$ cat src/rtl/mem_port_arbiter_pkg.sv
// Shared cpu6 definitions for the memory-port arbiter: data width and FSM state encodings.
`ifndef CPU6_XLEN
`define CPU6_XLEN 32
`endif

package mem_port_arbiter_pkg;

  localparam int unsigned CPU6_XLEN = `CPU6_XLEN;

  typedef enum logic [1:0] {
    ARB_IDLE    = 2'd0,
    ARB_BUSY_IF = 2'd1,
    ARB_BUSY_D  = 2'd2
  } arb_state_e;

  // Width of the consecutive-D-grant counter; never narrower than one bit.
  function automatic int unsigned streak_w(input int unsigned max_streak);
    return (max_streak < 1) ? 1 : $clog2(max_streak + 1);
  endfunction

endpackage

$ cat src/rtl/mem_port_arbiter_prio.sv
// IDLE winner selection: data first, unless fetch has been waiting through MAX_D_STREAK data grants.
module arb_prio_pick
  import mem_port_arbiter_pkg::*;
#(
  parameter int unsigned MAX_D_STREAK = 2,
  parameter int unsigned SW           = streak_w(MAX_D_STREAK)
) (
  input  logic          if_req,
  input  logic          d_req,
  input  logic [SW-1:0] d_streak,
  output logic          grant_if,
  output logic          grant_d,
  output logic [SW-1:0] next_streak
);

  localparam logic [SW-1:0] STREAK_MAX = SW'(MAX_D_STREAK);

  always_comb begin
    grant_d     = d_req && !(if_req && (d_streak == STREAK_MAX));
    grant_if    = if_req && !grant_d;
    next_streak = d_streak;
    if (grant_d) begin
      // Only D grants that make a pending fetch wait extend the streak.
      if (if_req) begin
        next_streak = (d_streak == STREAK_MAX) ? d_streak : d_streak + 1'b1;
      end else begin
        next_streak = '0;
      end
    end else if (grant_if) begin
      next_streak = '0;
    end
  end

endmodule

$ cat src/rtl/mem_port_arbiter.sv
// Shares the single cpu6 memory port between instruction fetch and load/store, one access at a time.
module mem_port_arbiter
  import mem_port_arbiter_pkg::*;
#(
  parameter int unsigned XLEN         = CPU6_XLEN,
  parameter int unsigned MAX_D_STREAK = 2
) (
  input  logic            clk,
  input  logic            reset,
  input  logic            if_req,
  input  logic [XLEN-1:0] if_addr,
  output logic            if_ack,
  output logic [XLEN-1:0] if_rdata,
  input  logic            d_req,
  input  logic            d_we,
  input  logic [XLEN-1:0] d_addr,
  input  logic [XLEN-1:0] d_wdata,
  output logic            d_ack,
  output logic [XLEN-1:0] d_rdata,
  output logic            mem_req,
  output logic            mem_we,
  output logic [XLEN-1:0] mem_addr,
  output logic [XLEN-1:0] mem_wdata,
  input  logic            mem_ack,
  input  logic [XLEN-1:0] mem_rdata
);

  localparam int unsigned SW = streak_w(MAX_D_STREAK);

  arb_state_e      state_q, state_d;
  logic [SW-1:0]   streak_q, streak_d;
  logic            mem_req_q, mem_req_d;
  logic            mem_we_q, mem_we_d;
  logic [XLEN-1:0] mem_addr_q, mem_addr_d;
  logic [XLEN-1:0] mem_wdata_q, mem_wdata_d;

  logic            grant_if, grant_d;
  logic [SW-1:0]   pick_streak;

  arb_prio_pick #(
    .MAX_D_STREAK(MAX_D_STREAK),
    .SW          (SW)
  ) u_pick (
    .if_req     (if_req),
    .d_req      (d_req),
    .d_streak   (streak_q),
    .grant_if   (grant_if),
    .grant_d    (grant_d),
    .next_streak(pick_streak)
  );

  always_comb begin
    state_d     = state_q;
    streak_d    = streak_q;
    mem_req_d   = mem_req_q;
    mem_we_d    = mem_we_q;
    mem_addr_d  = mem_addr_q;
    mem_wdata_d = mem_wdata_q;
    unique case (state_q)
      ARB_IDLE: begin
        if (grant_d) begin
          state_d     = ARB_BUSY_D;
          streak_d    = pick_streak;
          mem_req_d   = 1'b1;
          mem_we_d    = d_we;
          mem_addr_d  = d_addr;
          mem_wdata_d = d_wdata;
        end else if (grant_if) begin
          state_d     = ARB_BUSY_IF;
          streak_d    = pick_streak;
          mem_req_d   = 1'b1;
          mem_we_d    = 1'b0;
          mem_addr_d  = if_addr;
          mem_wdata_d = '0;
        end
      end
      ARB_BUSY_IF, ARB_BUSY_D: begin
        if (mem_ack) begin
          state_d   = ARB_IDLE;
          mem_req_d = 1'b0;
        end
      end
      default: begin
        state_d   = ARB_IDLE;
        mem_req_d = 1'b0;
      end
    endcase
  end

  always_ff @(posedge clk) begin
    if (reset) begin
      state_q     <= ARB_IDLE;
      streak_q    <= '0;
      mem_req_q   <= 1'b0;
      mem_we_q    <= 1'b0;
      mem_addr_q  <= '0;
      mem_wdata_q <= '0;
    end else begin
      state_q     <= state_d;
      streak_q    <= streak_d;
      mem_req_q   <= mem_req_d;
      mem_we_q    <= mem_we_d;
      mem_addr_q  <= mem_addr_d;
      mem_wdata_q <= mem_wdata_d;
    end
  end

  // Acks are combinational from mem_ack so the owner completes in the memory's ack cycle.
  always_comb begin
    if_ack   = !reset && (state_q == ARB_BUSY_IF) && mem_ack;
    d_ack    = !reset && (state_q == ARB_BUSY_D) && mem_ack;
    if_rdata = (state_q == ARB_BUSY_IF) ? mem_rdata : '0;
    d_rdata  = (state_q == ARB_BUSY_D) ? mem_rdata : '0;
  end

  assign mem_req   = mem_req_q;
  assign mem_we    = mem_we_q;
  assign mem_addr  = mem_addr_q;
  assign mem_wdata = mem_wdata_q;

endmodule

$ cat config.mk
export PLATFORM = sky130hd
export DESIGN_NAME = mem_port_arbiter
export DESIGN_NICKNAME = d
export VERILOG_FILES = /design/src/rtl/mem_port_arbiter_pkg.sv /design/src/rtl/mem_port_arbiter_prio.sv /design/src/rtl/mem_port_arbiter.sv
export SDC_FILE = /design/constraint.sdc
export NUM_CORES = 1
export LEC_CHECK = 0
export CAP_MARGIN = 20
export CORE_ASPECT_RATIO = 0.8
export CORE_MARGIN = 4
export CORE_UTILIZATION = 33
export DETAILED_ROUTE_END_ITERATION = 10
export PLACE_DENSITY = 0.86
export RECOVER_POWER = 25
export SLEW_MARGIN = 20
export SYNTH_ARGS = -nofsm -noshare
export SYNTH_HDL_FRONTEND = slang
export SYNTH_SLANG_ARGS = --single-unit
$ cat constraint.sdc
create_clock -name clk -period 2 [get_ports clk]
set_input_delay 0.2 -clock clk [delete_from_list [all_inputs] [get_ports clk]]
set_output_delay 0.2 -clock clk [all_outputs]
set_load 0.01 [all_outputs]
======== Word level (Yosys, flattened, before mapping) ========
Cells that the tools add are included.
storage, ports and cells
  input bits .............................. 134
  memory bits (writable) .................. 0
  memories ................................ 0
  logic and storage cells ................. 48
  bits in registers ....................... 70
  output and inout port bits .............. 132
  memory bits (read-only) ................. 0
  bits in latches ......................... 0
operators by class
  order comparisons ....................... 0
  multipliers ............................. 0
  equal/unequal tests ..................... 5
  shifts and indexed selects .............. 0
  bitwise logic cells ..................... 0
  reductions and logical operators ........ 15
  muxes and demuxes ....................... 21
  divide/modulo/power cells ............... 0
  add/subtract/negate cells ............... 1
operators by type and width
  kind                 number
  $mux 32              6
  $mux 2               8
  $logic_and 1x1->1    7
  $mux 1               5
  $eq 2x2->1 const B   2
  $pmux 2 s2           1
  $reduce_and 2->1     2
  $logic_not 1->1      3
  $ne 3x3->1 const B   1
  $add 2x1->2 const B  1
  $eq 2x1->1 const B   1
  $logic_not 2->1      1
  $ne 2x2->1 const B   1
  $pmux 1 s2           1
  $reduce_bool 2->1    1
  $reduce_or 2->1      1

======== Longest topological paths before layout ========
  word-level depth ........................ 9
  mapped depth ............................ 7
  depth with buffers taken out ............ 5

======== By module ========
Synthesis repeated with hierarchy kept, for this count alone.
second synthesis, totals
  cell total of the unflattened synthesis .. 296
  area total of the unflattened synthesis .. 3347.0 um^2
modules (own cells, without submodules)
  module            area an instance (um^2)  cells each  sequential area each (um^2)  times used
  mem_port_arbiter  3263.1                   286         1401.3                       1
  arb_prio_pick     83.8                     10          0.0                          1

======== Worst setup path after synthesis ========
No wires, ideal clock.
  path type ............................... register to register
  start point ............................. reg state_q[0]
  end point ............................... reg mem_wdata_q[0] (netlist: mem_wdata[0])
  data arrival time ....................... 1.309 ns
  setup slack ............................. 0.575 ns
  buffers on the path ..................... 2
  required time ........................... 1.883 ns
  setup time .............................. 0.117 ns
  clock period less this slack ............ 1.425 ns
  stages on the path, launching flop included .. 8
  cells stage by stage .................... dfxtp_1 > inv_1 > ha_1 > nor2b_1 > and2_1 > buf_6 > buf_6 > a22o_1
on the way
  cells in the longest elaborated chain, start to end .. 2
ends and longest elaborated chain
  item                        RTL line                 RTL
  start, declared             mem_port_arbiter.sv:30   arb_state_e state_q, state_d;
  start signal, assigned      mem_port_arbiter.sv:99   state_q <= state_d;
  $logic_not 2->1             mem_port_arbiter.sv:59   unique case (state_q)
  $reduce_and 2->1 (no line)  --
  end signal, assigned        mem_port_arbiter.sv:104  mem_wdata_q <= mem_wdata_d;
  end, declared               mem_port_arbiter.sv:35   logic [XLEN-1:0] mem_wdata_q, mem_wdata_d;
Every way passes these cells.
A chain may end at the register's enable or synchronous reset.

======== Worst setup path after layout ========
  start point ............................. reg state_q[1]
  end point ............................... out if_ack
on the way
  cells in the longest elaborated chain, start to end .. 3
ends and longest elaborated chain
  item                             RTL line                 RTL
  $eq 2x1->1                       mem_port_arbiter.sv:110  if_ack = !reset && (state_q == ARB_BUSY_IF) && mem_ack;
  $logic_and 1x1->1 (2 in series)  mem_port_arbiter.sv:110
  end, declared                    mem_port_arbiter.sv:12   output logic if_ack,
Every way passes these cells.

==> flow_results.org <==
** Floorplan
- For this configuration, the core starts out at a cell density of 33.86%.
- In this run the horizontal extent of the chip is 119.2 um.
- Core outline area :: 9649 um2
- Placement Rows :: 32
- Total Die Area :: 11570 um2
- 266 I/O pins were placed.
- Die H :: 96.99 um

** STA
- At the pin with the least slew margin, the transition time is 391.9 ps.
- Headroom to the max-slew limit came out at 73.87%.
- Total negative slack for setup checks :: 0 ps
- Final period utilization :: 86.94%
- Setup violators final :: 0
- Clock tree skew after final layout :: 6.276 ps
- Number of endpoints with negative hold slack in the final report :: 0
- Timing would allow up to 575.1 MHz.
- RSZ-0062 raised after global routing :: false
- Fin worst setup slack :: 261.2 ps
- The total count of max-transition violations in the final report was 0.
- The clock period could shrink to 1739 ps.

** Synth
- Area share of and/or/nand/nor cells after synthesis :: 25.47%
- Distinct cells, synth :: 28
- Yosys attributes the largest share of cell area to sky130_fd_sc_hd__dfxtp_1 43%, sky130_fd_sc_hd__and2_1 12%, sky130_fd_sc_hd__a311oi_2 9.2%.
- During synthesis, Yosys emitted a total of 0 warnings.
- sky130_fd_sc_hd__dfxtp_1 takes more of the synthesized area than any other cell.
- The synthesized netlist devotes 23.75% of its cell area to compound gates.
- Adder-Cell Fraction of Synth Area :: 1.532%
- Area share of the largest cell type after synthesis :: 42.90%
- Each instance of the synthesized netlist takes up on average 9.255 um2.
- Of the total synthesized cell area, the portion taken by XOR and XNOR cells is 0%.
- Multiplexer share of the synthesized area :: 0%
- The number of nets handed over by synthesis was 491.
- The cell area that synthesis handed to floorplanning was 3267 um2.
- Sequential area share after synthesis :: 42.90%
- After synthesis, the largest family of logic cells by area is simple AND/OR/NAND/NOR gates.
- Post-synthesis register bit count :: 70
- Post-Syn Instances :: 353

** Layout
- The repair_antennas step left the layout with diodes totalling 0.
- In the final layout, the share of cells above drive strength 1 is 8.497%.
- The net count of the finished layout is 745.
- Post-synthesis to final-layout area growth :: 98.20%

** Global routing
- Congestion Overflow GR :: 0
- Tot GR Track Use :: 21.56%
- The number of global-route vias before repair is 3798.
- Entering global routing, the biggest net connects 66 pins.
- The number of antenna violations at the first check in global routing was 0.
- The first global-routing pass estimated 20000 um of wire.

** Setup path
- Type of the setup path with the least slack :: flop to primary output
- For the worst setup path, the data arrival time is 1540 ps.
- Setup slack on the worst reg-to-reg path comes out at 390 ps.
- Worst EP required :: 1800 ps
- For the worst flop-to-flop path, the logic depth is 6.
- Startpoint type of the worst setup path :: flop
- Top fanout value on the critical path :: 33
- Kind of end point of the critical path :: primary output

** Placement
- Timing analysis after detailed placement gives a worst setup slack of 203.5 ps.
- Final GP Congestion :: 0.8285
- Detailed placement finished with a half-perimeter wire length of 9909 um.
- The count of buffers added on input and output ports is 265.

** Drt
- Length of the first detailed-routing pass in iterations :: 4
- After detailed routing, the average wire length per cell comes to 17.42 um.
- Number of DRC violations after detailed routing :: 0
- Detailed-route wire length :: 13030 um
- After detailed routing, the number of vias per cell comes to 4.828.
- Summing over every cut layer, the via total after detailed routing is 3611.
- Remaining antenna violation count after routing :: 0
- In this run, the number of DRC markers left after iteration 0 of detailed routing was 160.

** Power
- Power per cell area :: 763.5 nW/um2
- The analysis attributes to cell leakage a power of 3.406 nW.
- Worst-case vdd ir drop :: 0.5461 mV

** Clock network
- H-tree lvl count :: 3
- Clock tree sinks :: 70
- Max Root-Sink Buffers :: 2
- Root buffer selected by CTS :: sky130_fd_sc_hd__clkbuf_16
- Latest clock arrival within the worst-skew pair :: 320 ps
- Clock transition at the registers of the reported paths :: 60 ps
- TritonCTS built the clock tree.
- Buffers inserted during clock tree synthesis total 9.

** Flow run
- Max-capacitance violation count :: 0

** Status
- The run finished with clean final reports.

** Min path
- The worst hold path was traced through 2 stages.
- The path class of the tightest hold or removal check is primary input to flop.
-- per-layer routing --
metal | global-route usage, % | share of wire (%) | wire, um | up-vias
li1 | - | - | - | 1733
met1 | 21.67 | 37 | 4768 | 1674
met2 | 40.51 | 53 | 6887 | 170
met3 | 6.955 | 7.1 | 928 | 34
met4 | 8.994 | 3.4 | 446 | 0
met5 | 0 | 0 | 0 | -
-- cell usage after synthesis --
library cell,n
sky130_fd_sc_hd__dfxtp_1,70
sky130_fd_sc_hd__and2_1,65
sky130_fd_sc_hd__nand2_1,64
sky130_fd_sc_hd__a22o_1,33
sky130_fd_sc_hd__nor2_1,33
sky130_fd_sc_hd__a311oi_2,20
sky130_fd_sc_hd__a311oi_1,12
sky130_fd_sc_hd__buf_2,10
sky130_fd_sc_hd__clkbuf_1,9
sky130_fd_sc_hd__buf_4,6
sky130_fd_sc_hd__buf_6,6
sky130_fd_sc_hd__ha_1,4
sky130_fd_sc_hd__inv_1,3
sky130_fd_sc_hd__and3b_1,2
sky130_fd_sc_hd__nor2b_1,2
sky130_fd_sc_hd__o32ai_1,2
sky130_fd_sc_hd__a21bo_1,1
sky130_fd_sc_hd__a21boi_4,1
sky130_fd_sc_hd__a21oi_1,1
sky130_fd_sc_hd__nand2b_1,1
sky130_fd_sc_hd__nand3_1,1
sky130_fd_sc_hd__nor2_2,1
sky130_fd_sc_hd__nor3_1,1
sky130_fd_sc_hd__o21a_2,1
sky130_fd_sc_hd__o21ai_0,1
sky130_fd_sc_hd__o21bai_1,1
sky130_fd_sc_hd__o2bb2ai_1,1
sky130_fd_sc_hd__or3b_1,1
-- cells in the final DEF (no fill, tap or decap) --
cell type and count:
sky130_fd_sc_hd__dlygate4sd2_1 26, sky130_fd_sc_hd__ha_1 2, sky130_fd_sc_hd__buf_4 3, sky130_fd_sc_hd__a311oi_2 20, sky130_fd_sc_hd__and2_1 65, sky130_fd_sc_hd__a21boi_4 1
sky130_fd_sc_hd__bufinv_16 4, sky130_fd_sc_hd__nor2b_1 2, sky130_fd_sc_hd__clkdlybuf4s50_1 148, sky130_fd_sc_hd__a311oi_1 12, sky130_fd_sc_hd__inv_1 2, sky130_fd_sc_hd__a21oi_1 1
sky130_fd_sc_hd__or3b_1 1, sky130_fd_sc_hd__nor2_1 33, sky130_fd_sc_hd__nand2b_1 1, sky130_fd_sc_hd__nor2_2 1, sky130_fd_sc_hd__dfxtp_1 70, sky130_fd_sc_hd__buf_2 1
sky130_fd_sc_hd__dlymetal6s2s_1 40, sky130_fd_sc_hd__buf_12 6, sky130_fd_sc_hd__a22o_1 33, sky130_fd_sc_hd__inv_2 1, sky130_fd_sc_hd__clkbuf_16 9, sky130_fd_sc_hd__o21a_2 1
sky130_fd_sc_hd__nor3_1 1, sky130_fd_sc_hd__o21bai_1 1, sky130_fd_sc_hd__nand2_1 64, sky130_fd_sc_hd__o32ai_1 2, sky130_fd_sc_hd__ha_2 2, sky130_fd_sc_hd__a21bo_1 1
sky130_fd_sc_hd__nand3_1 1, sky130_fd_sc_hd__clkinv_4 3, sky130_fd_sc_hd__dlygate4sd3_1 50, sky130_fd_sc_hd__o2bb2ai_1 1, sky130_fd_sc_hd__o21ai_0 1, sky130_fd_sc_hd__and3b_1 2
-- registers in the layout (all words and copies together), names as in the netlist --
name / flops
mem_we: 1
mem_wdata: 32
streak_q: 2
mem_req: 1
mem_addr: 32
state_q: 2
-- logic make-up after synthesis --
family,count (synthesis)
AOI/OAI and AO/OA,74
adders and majority gates,4
buffers and inverters,34
DFF,70
and+or+nand+nor,171
-- repair_timing --
action                                  4_1_cts  5_1_grt
endpoints found under the setup margin       66       40
resized for setup                            33       42
setup buffers                                 0        0
hold buffers                                  0        0
-- area by class of cell --
| class | instances | area (um2) |
|---|---|---|
| repair buffers | 274 | 2858 |
| flip-flops and latches | 70 | 1401 |
| fillers | 742 | 3174 |
| multi-input cells | 249 | 1663 |
| inverters | 3 | 11.26 |
| clock buffers | 9 | 225.2 |
| clock inverters | 7 | 146.4 |
| well taps | 136 | 170.2 |
-- power by group --
group,switching [mW],total [mW],internal [mW]
clock,0.608,1.96,1.35
sequential,0.0759,1.62,1.55
combinational,0.603,1.36,0.758
-- per-stage QoR --
step | cells | hold slack (ps) | cell area, um2 | utilization, % | total power, mW
after floorplan | 353 | 332.6 | 3267 | - | 2.265
after global placement | 732 | 425.3 | 6006 | 62.24 | 3.033
after detailed placement | 732 | 449.6 | 6006 | 62.24 | 3.077
after CTS | 748 | 284.2 | 6372 | 66.04 | 5.040
after global routing | 748 | 303.5 | 6475 | 67.10 | 5.148
final | 748 | 289.2 | 6475 | 67.10 | 4.944
-- worst paths after layout --
check,start,end
setup / recovery,state_q[1]$_SDFFE_PP0P_,if_ack
hold / removal,reset,mem_addr[10]$_SDFFE_PP0P_
setup reg to reg,state_q[1]$_SDFFE_PP0P_,mem_addr[28]$_SDFFE_PP0P_
hold reg to reg,streak_q[0]$_SDFFE_PP0P_,streak_q[0]$_SDFFE_PP0P_
-- worst max-delay path, stage by stage (launching register included) --
cell and delay (ps):
sky130_fd_sc_hd__dfxtp_1 310, sky130_fd_sc_hd__inv_1 100, sky130_fd_sc_hd__ha_2 200, sky130_fd_sc_hd__buf_12 160
sky130_fd_sc_hd__and3b_1 160, sky130_fd_sc_hd__dlygate4sd2_1 280
Power figures use the tool's default switching activity.
